### src/rtl/lsu_pkg.sv
// Shared definitions for the load/store unit: RV32I funct3 size/sign codes and FSM states.
package lsu_pkg;

    localparam logic [2:0] F3_B  = 3'b000;
    localparam logic [2:0] F3_H  = 3'b001;
    localparam logic [2:0] F3_W  = 3'b010;
    localparam logic [2:0] F3_BU = 3'b100;
    localparam logic [2:0] F3_HU = 3'b101;

    typedef enum logic [1:0] {
        ST_IDLE,
        ST_ACCESS,
        ST_RESP
    } lsu_state_t;

endpackage

### src/rtl/lsu_dmem_master_if.sv
// Byte-lane data-memory bus: the LSU drives ce/we/addr/wdata, the memory returns rdata and a valid pulse.
interface lsu_dmem_master_if;
    logic [31:0] daddr_o;
    logic [31:0] dwdata_o;
    logic [3:0]  we_o;
    logic        ce_o;
    logic [31:0] drdata_i;
    logic        valid_i;

    modport master (
        output daddr_o, dwdata_o, we_o, ce_o,
        input  drdata_i, valid_i
    );

    modport slave (
        input  daddr_o, dwdata_o, we_o, ce_o,
        output drdata_i, valid_i
    );
endinterface

### src/rtl/lsu_align.sv
// Combinational lane logic: byte enables, replicated store data, load extraction/extension and legality flags.
module lsu_align
    import lsu_pkg::*;
(
    input  logic        we,
    input  logic [2:0]  funct3,
    input  logic [1:0]  addr,
    input  logic [31:0] wdata,
    input  logic [31:0] drdata,
    output logic [3:0]  be,
    output logic [31:0] wdata_al,
    output logic [31:0] rdata_ext,
    output logic        misalign,
    output logic        illegal
);

    logic [7:0]  rbyte;
    logic [15:0] rhalf;

    always_comb begin
        be       = '0;
        wdata_al = '0;
        misalign = 1'b0;
        case (funct3[1:0])
            2'b00: begin
                be       = 4'b0001 << addr;
                wdata_al = {4{wdata[7:0]}};
            end
            2'b01: begin
                be       = 4'b0011 << {addr[1], 1'b0};
                wdata_al = {2{wdata[15:0]}};
                misalign = addr[0];
            end
            2'b10: begin
                be       = '1;
                wdata_al = wdata;
                misalign = (addr != 2'b00);
            end
            default: ;
        endcase
    end

    always_comb begin
        if (we)
            illegal = !(funct3 inside {F3_B, F3_H, F3_W});
        else
            illegal = !(funct3 inside {F3_B, F3_H, F3_W, F3_BU, F3_HU});
    end

    always_comb begin
        rbyte = 8'(drdata >> {addr, 3'b000});
        rhalf = 16'(drdata >> {addr[1], 4'b0000});
        case (funct3)
            F3_B:    rdata_ext = {{24{rbyte[7]}}, rbyte};
            F3_H:    rdata_ext = {{16{rhalf[15]}}, rhalf};
            F3_W:    rdata_ext = drdata;
            F3_BU:   rdata_ext = {24'd0, rbyte};
            F3_HU:   rdata_ext = {16'd0, rhalf};
            default: rdata_ext = '0;
        endcase
    end

endmodule

### src/rtl/lsu_dmem_master.sv
// Load/store unit initiator: accepts one RV32I load/store, runs it on the byte-lane memory bus, returns result or error.
module lsu_dmem_master
    import lsu_pkg::*;
#(
    parameter int unsigned MAX_WAIT = 8
) (
    input  logic        clk,
    input  logic        reset,
    input  logic        req_valid_i,
    output logic        req_ready_o,
    input  logic        req_we_i,
    input  logic [2:0]  req_funct3_i,
    input  logic [31:0] req_addr_i,
    input  logic [31:0] req_wdata_i,
    output logic        resp_valid_o,
    output logic [31:0] resp_rdata_o,
    output logic        resp_err_o,
    lsu_dmem_master_if.master dmem
);

    localparam int unsigned CW = $clog2(MAX_WAIT + 1);

    lsu_state_t  state;
    logic [31:0] addr_q;
    logic [2:0]  funct3_q;
    logic        we_q;
    logic [31:0] wdata_q;
    logic [3:0]  be_q;
    logic        ce_q;
    logic [CW-1:0] wait_cnt;

    logic        idle;
    logic        al_we;
    logic [2:0]  al_funct3;
    logic [1:0]  al_addr;
    logic [3:0]  al_be;
    logic [31:0] al_wdata;
    logic [31:0] al_rdata;
    logic        al_misalign;
    logic        al_illegal;

    // One align instance: it sees the incoming request while idle, the captured request otherwise.
    assign idle      = (state == ST_IDLE);
    assign al_we     = idle ? req_we_i            : we_q;
    assign al_funct3 = idle ? req_funct3_i        : funct3_q;
    assign al_addr   = idle ? req_addr_i[1:0]     : addr_q[1:0];

    lsu_align u_align (
        .we        (al_we),
        .funct3    (al_funct3),
        .addr      (al_addr),
        .wdata     (req_wdata_i),
        .drdata    (dmem.drdata_i),
        .be        (al_be),
        .wdata_al  (al_wdata),
        .rdata_ext (al_rdata),
        .misalign  (al_misalign),
        .illegal   (al_illegal)
    );

    assign dmem.daddr_o  = addr_q;
    assign dmem.dwdata_o = wdata_q;
    assign dmem.ce_o     = ce_q;
    // Strobes only alongside valid so the memory sees a single write edge; reset suppresses a pending write.
    assign dmem.we_o     = (ce_q && we_q && dmem.valid_i && !reset) ? be_q : '0;

    always_ff @(posedge clk) begin
        if (reset) begin
            state        <= ST_IDLE;
            req_ready_o  <= 1'b1;
            resp_valid_o <= 1'b0;
            resp_rdata_o <= '0;
            resp_err_o   <= 1'b0;
            ce_q         <= 1'b0;
            addr_q       <= '0;
            funct3_q     <= '0;
            we_q         <= 1'b0;
            wdata_q      <= '0;
            be_q         <= '0;
            wait_cnt     <= '0;
        end else begin
            resp_valid_o <= 1'b0;
            case (state)
                ST_IDLE: begin
                    if (req_valid_i) begin
                        addr_q       <= req_addr_i;
                        funct3_q     <= req_funct3_i;
                        we_q         <= req_we_i;
                        wdata_q      <= al_wdata;
                        be_q         <= al_be;
                        req_ready_o  <= 1'b0;
                        resp_rdata_o <= '0;
                        wait_cnt     <= '0;
                        if (al_illegal || al_misalign) begin
                            state        <= ST_RESP;
                            resp_valid_o <= 1'b1;
                            resp_err_o   <= 1'b1;
                        end else begin
                            state      <= ST_ACCESS;
                            ce_q       <= 1'b1;
                            resp_err_o <= 1'b0;
                        end
                    end
                end
                ST_ACCESS: begin
                    if (dmem.valid_i) begin
                        state        <= ST_RESP;
                        ce_q         <= 1'b0;
                        resp_valid_o <= 1'b1;
                        resp_err_o   <= 1'b0;
                        resp_rdata_o <= we_q ? '0 : al_rdata;
                    end else if (wait_cnt == CW'(MAX_WAIT - 1)) begin
                        state        <= ST_RESP;
                        ce_q         <= 1'b0;
                        resp_valid_o <= 1'b1;
                        resp_err_o   <= 1'b1;
                        resp_rdata_o <= '0;
                    end else begin
                        wait_cnt <= wait_cnt + 1'b1;
                    end
                end
                ST_RESP: begin
                    state       <= ST_IDLE;
                    req_ready_o <= 1'b1;
                end
                default: state <= ST_IDLE;
            endcase
        end
    end

endmodule

### src/flat_wrapper.sv
// flat-port wrapper written by rule: the top's interface ports become plain ports
module lsu_dmem_master_flat import lsu_pkg::*;
#(
    parameter int unsigned MAX_WAIT = 8
)
  (clk, reset, req_valid_i, req_ready_o, req_we_i, req_funct3_i, req_addr_i, req_wdata_i, resp_valid_o, resp_rdata_o, resp_err_o, dmem_daddr_o, dmem_dwdata_o, dmem_we_o, dmem_ce_o, dmem_drdata_i, dmem_valid_i);
  lsu_dmem_master_if dmem_i ();
  input  logic clk;
  input  logic reset;
  input  logic req_valid_i;
  output logic req_ready_o;
  input  logic req_we_i;
  input  logic [2:0] req_funct3_i;
  input  logic [31:0] req_addr_i;
  input  logic [31:0] req_wdata_i;
  output logic resp_valid_o;
  output logic [31:0] resp_rdata_o;
  output logic resp_err_o;
  output wire logic [$bits(dmem_i.daddr_o)-1:0] dmem_daddr_o;
  output wire logic [$bits(dmem_i.dwdata_o)-1:0] dmem_dwdata_o;
  output wire logic [$bits(dmem_i.we_o)-1:0] dmem_we_o;
  output wire logic [$bits(dmem_i.ce_o)-1:0] dmem_ce_o;
  input wire logic [$bits(dmem_i.drdata_i)-1:0] dmem_drdata_i;
  input wire logic [$bits(dmem_i.valid_i)-1:0] dmem_valid_i;
  assign dmem_daddr_o = dmem_i.daddr_o;
  assign dmem_dwdata_o = dmem_i.dwdata_o;
  assign dmem_we_o = dmem_i.we_o;
  assign dmem_ce_o = dmem_i.ce_o;
  assign dmem_i.drdata_i = dmem_drdata_i;
  assign dmem_i.valid_i = dmem_valid_i;
  lsu_dmem_master #(.MAX_WAIT(MAX_WAIT)) u_core (.clk(clk), .reset(reset), .req_valid_i(req_valid_i), .req_ready_o(req_ready_o), .req_we_i(req_we_i), .req_funct3_i(req_funct3_i), .req_addr_i(req_addr_i), .req_wdata_i(req_wdata_i), .resp_valid_o(resp_valid_o), .resp_rdata_o(resp_rdata_o), .resp_err_o(resp_err_o), .dmem(dmem_i));
endmodule
### config.mk
export PLATFORM = sky130hd
export DESIGN_NAME = lsu_dmem_master_flat
export DESIGN_NICKNAME = d
export VERILOG_FILES = /design/src/rtl/lsu_pkg.sv /design/src/rtl/lsu_dmem_master_if.sv /design/src/rtl/lsu_align.sv /design/src/rtl/lsu_dmem_master.sv /design/src/flat_wrapper.sv
export SDC_FILE = /design/constraint.sdc
export NUM_CORES = 1
export LEC_CHECK = 0
export ABC_AREA = 1
export BUFFER_PORTS_ARGS = -buffer_cell sky130_fd_sc_hd__buf_2
export CAP_MARGIN = 20
export CORE_MARGIN = 2
export CORE_UTILIZATION = 51
export CTS_BUF_LIST = sky130_fd_sc_hd__clkbuf_8
export DETAILED_ROUTE_END_ITERATION = 10
export PLACE_DENSITY = 0.82
export SLEW_MARGIN = 20
export SYNTH_ARGS = -nofsm -noshare
export SYNTH_HDL_FRONTEND = slang
export SYNTH_SLANG_ARGS = --single-unit
### constraint.sdc
create_clock -name clk -period 3.3 [get_ports clk]
set_clock_uncertainty 0.1 [all_clocks]
set_input_delay 0.33 -clock clk [delete_from_list [all_inputs] [get_ports clk]]
set_output_delay 0.33 -clock clk [all_outputs]
set_load 0.1 [all_outputs]
==> metrics <==
Clock Sinks=114; syn_nets=910; initial antenna violation count=1; H-tree Lvls=4; area of the core=0.01079 mm²; Port Buffers=207; vias=6184; register area=0.002282 mm²; MaxCap Viol Count=0; Ys Warns=0; post-synth top area cell=dfxtp_1; status=complete, no violations; clock buffer depth=2; GR Overflow Total=0; 1st-iter DRT viols=578; switching part of the total=0.5162; Area after DPL=0.006588 mm²; Post-Syn Area per Cell=6.996 µm²; CP endpoint kind=flop; crit start category=flop; setup bufs post-CTS=0; Synth Area in Simple Gates=0.3266; Overall Power=6.256 mW; routability cong.=0.8806; hold_buf cts=32; final setup vio count=0; Tcrit/Tclk final=0.8108; Synth Register Bits=114; vias in the first global route=5564; fin nets=1124; die area=0.01183 mm²; Post-Syn Area=0.005597 mm²; sequential share of power=0.270; routed len/inst=14.72 µm; clock-pin transition on the worst setup and hold timing paths=0.07 ns; Antenna Cells=0; fillers=907; CTS root buf=clkbuf_8; Gate Count Post-Synth=800; row count=38; Sum Neg Setup Slack=0 ns; fin cells=1167; post-cts sizing count=0; worst setup path class=flop to flop; Synth cell types=38; CTS buffer count=17; RSZ-0062 raised after global routing=false; post-synthesis mux area share=0; design area=0.007318 mm²; pin slew with the least headroom to its limit=0.9549 ns; Die Y=108.8 µm; WP data required=3.52 ns; P_leak=3.721 nW; Psw=3.229 mW; post-place setup slack=0.7243 ns; global-route wire length before repair=26.67 mm; clock latency on the worst-skew pair=0.45 ns; vias per cell=5.299; Logic pwr share=0.514; # placed instances=1103; post-synthesis compound-gate area fraction=0.1625; routed wire length=17.18 mm; CP max FO=16; Syn-to-layout area delta=30.76%; share of layout cells above drive strength 1=0.2775; clock share of power=0.216; worst setup margin=0.6245 ns; power density over the cells=854.8 mW/mm²; DR pass1 iterations=5; largest family of logic cells by synthesized area=simple AND/OR/NAND/NOR gates; GR Util All Layers=0.2871; Post-Synth XOR/XNOR Area=0; DP Wirelength=11.42 mm; effective utilization at floorplan=0.5185; post-layout min period=2.675 ns; drt drc=0; largest net degree at the start of global routing=68; Hold WC Path Type=input pin to flop; ANT nets after route=0; area of the multi-input gates=0.002813 mm²; top achievable clock speed=373.8 MHz; Hold Vio Cnt, Final=0; Seq/Total Area, Yosys=0.4078; Slew Limit Fails=0; WP data arrival=2.90 ns; Synth top area share=0.4078; R2R setup slack=0.62 ns; Die X=108.8 µm; IO Pins=208; CTS tree=built; Slew headroom=0.3627; Peak VDD IR=0.0006564 V; post-synthesis adder-cell area fraction=0.01341; top cells by area, synth=dfxtp_1 41%, nand2_1 15%, nand3_1 7.4%; Pint=3.026 mW
## power groups by stage
| stage | clock network [mW] | registers, mW | logic, mW |
|---|---|---|---|
| 6_report | 1.35 | 1.69 | 3.22 |
| 5_1_grt | 1.44 | 1.71 | 3.46 |
| 4_1_cts | 1.36 | 1.68 | 3.18 |
| 3_5_place_dp | 0 | 1.71 | 3.14 |
| 3_3_place_gp | 0 | 1.71 | 3.12 |
| 2_1_floorplan | 0 | 2.94 | 1.41 |
## sequential cells by signal, summed over array words and instances (netlist names), 2 cells and up
register and cells:
u_core.be_q 4, u_core.dmem.daddr_o 32, u_core.dmem.dwdata_o 32, u_core.funct3_q 3
u_core.resp_rdata_o 32, u_core.state 2, u_core.wait_cnt 4
## layout make-up
class                           instances  area share
Clock buffer                           18     0.03385
Timing Repair Buffer                  246      0.1925
Tap cell                              140     0.02394
Multi-Input combinational cell        574      0.3843
Clock inverter                         14     0.02223
Sequential cell                       114      0.3118
Inverter                               61     0.03129
## stage by stage
step	hold WS, ns	util
floorplan	0.3331	-
global placement	0.3527	0.6104
detailed placement	0.3552	0.6104
CTS	0.01632	0.6781
global route	0.05064	0.6781
finish	0.03348	0.6781
## cells by family after synthesis
family                   Yosys count
AND/OR/NAND/NOR                  409
flip-flops                       114
buffers and inverters            112
AO/OA/AOI/OAI                    159
adder cells (fa/ha/maj)            6
## final timing paths
path / start / endpoint / cells past startpoint
worst max register to register: u_core.state[0]$_SDFFE_PP0P_ / u_core.dmem.dwdata_o[22]$_SDFFE_PP0P_ / 8
worst max-delay path: u_core.state[0]$_SDFFE_PP0P_ / u_core.dmem.dwdata_o[22]$_SDFFE_PP0P_ / 8
worst min-delay path: req_funct3_i[0] / u_core.funct3_q[0]$_SDFFE_PP0P_ / 3
worst min register to register: u_core.dmem.daddr_o[26]$_SDFFE_PP0P_ / u_core.dmem.daddr_o[26]$_SDFFE_PP0P_ / 2
## worst max-delay path: stages (launching register included)
cell and delay [ns]:
dfxtp_1 0.40, nor2_2 0.10, o21ai_0 0.38, inv_1 0.13
ha_1 0.41, buf_4 0.27, or2_2 0.43, a22oi_1 0.21
o21ai_1 0.11
## synth_stat cells (all sizes together)
cell and number:
nor2 62, nor3 2, buf 28, o22ai 7, dfxtp 114, a22oi 8, o21ai 59, o211ai 2
a31oi 1, inv 61, a21oi 74, and3 1, nor3b 1, nand3 86, a22o 8, or2 2
nand3b 5, clkbuf 23, nand2 243, ha 6, nand4 7
## layout by cell type, fill, tap and decap left out, types with 3 or more instances in the layout
master and instances:
a21oi_1 63, a21oi_2 10, a22o_1 8, a22oi_1 8, buf_2 207, buf_4 7
bufinv_16 3, clkbuf_8 18, clkinv_2 5, clkinvlp_4 4, dfxtp_1 114, dlygate4sd3_1 32
ha_1 6, inv_1 56, inv_2 5, nand2_1 230, nand2_2 7, nand2_4 6
nand3_1 83, nand3b_1 4, nand4_1 6, nor2_1 59, o21ai_0 31, o21ai_1 28
o22ai_1 7
## per-layer routing
| metal | global-route usage | routed length [µm] | up-vias |
|---|---|---|---|
| met5 | 0 | 0 | - |
| li1 | - | - | 3045 |
| met2 | 0.4799 | 8078 | 306 |
| met1 | 0.3459 | 7156 | 2796 |
| met3 | 0.08966 | 1533 | 37 |
| met4 | 0.1081 | 406 | 0 |
No activity file was read; power rests on OpenSTA's default activity.
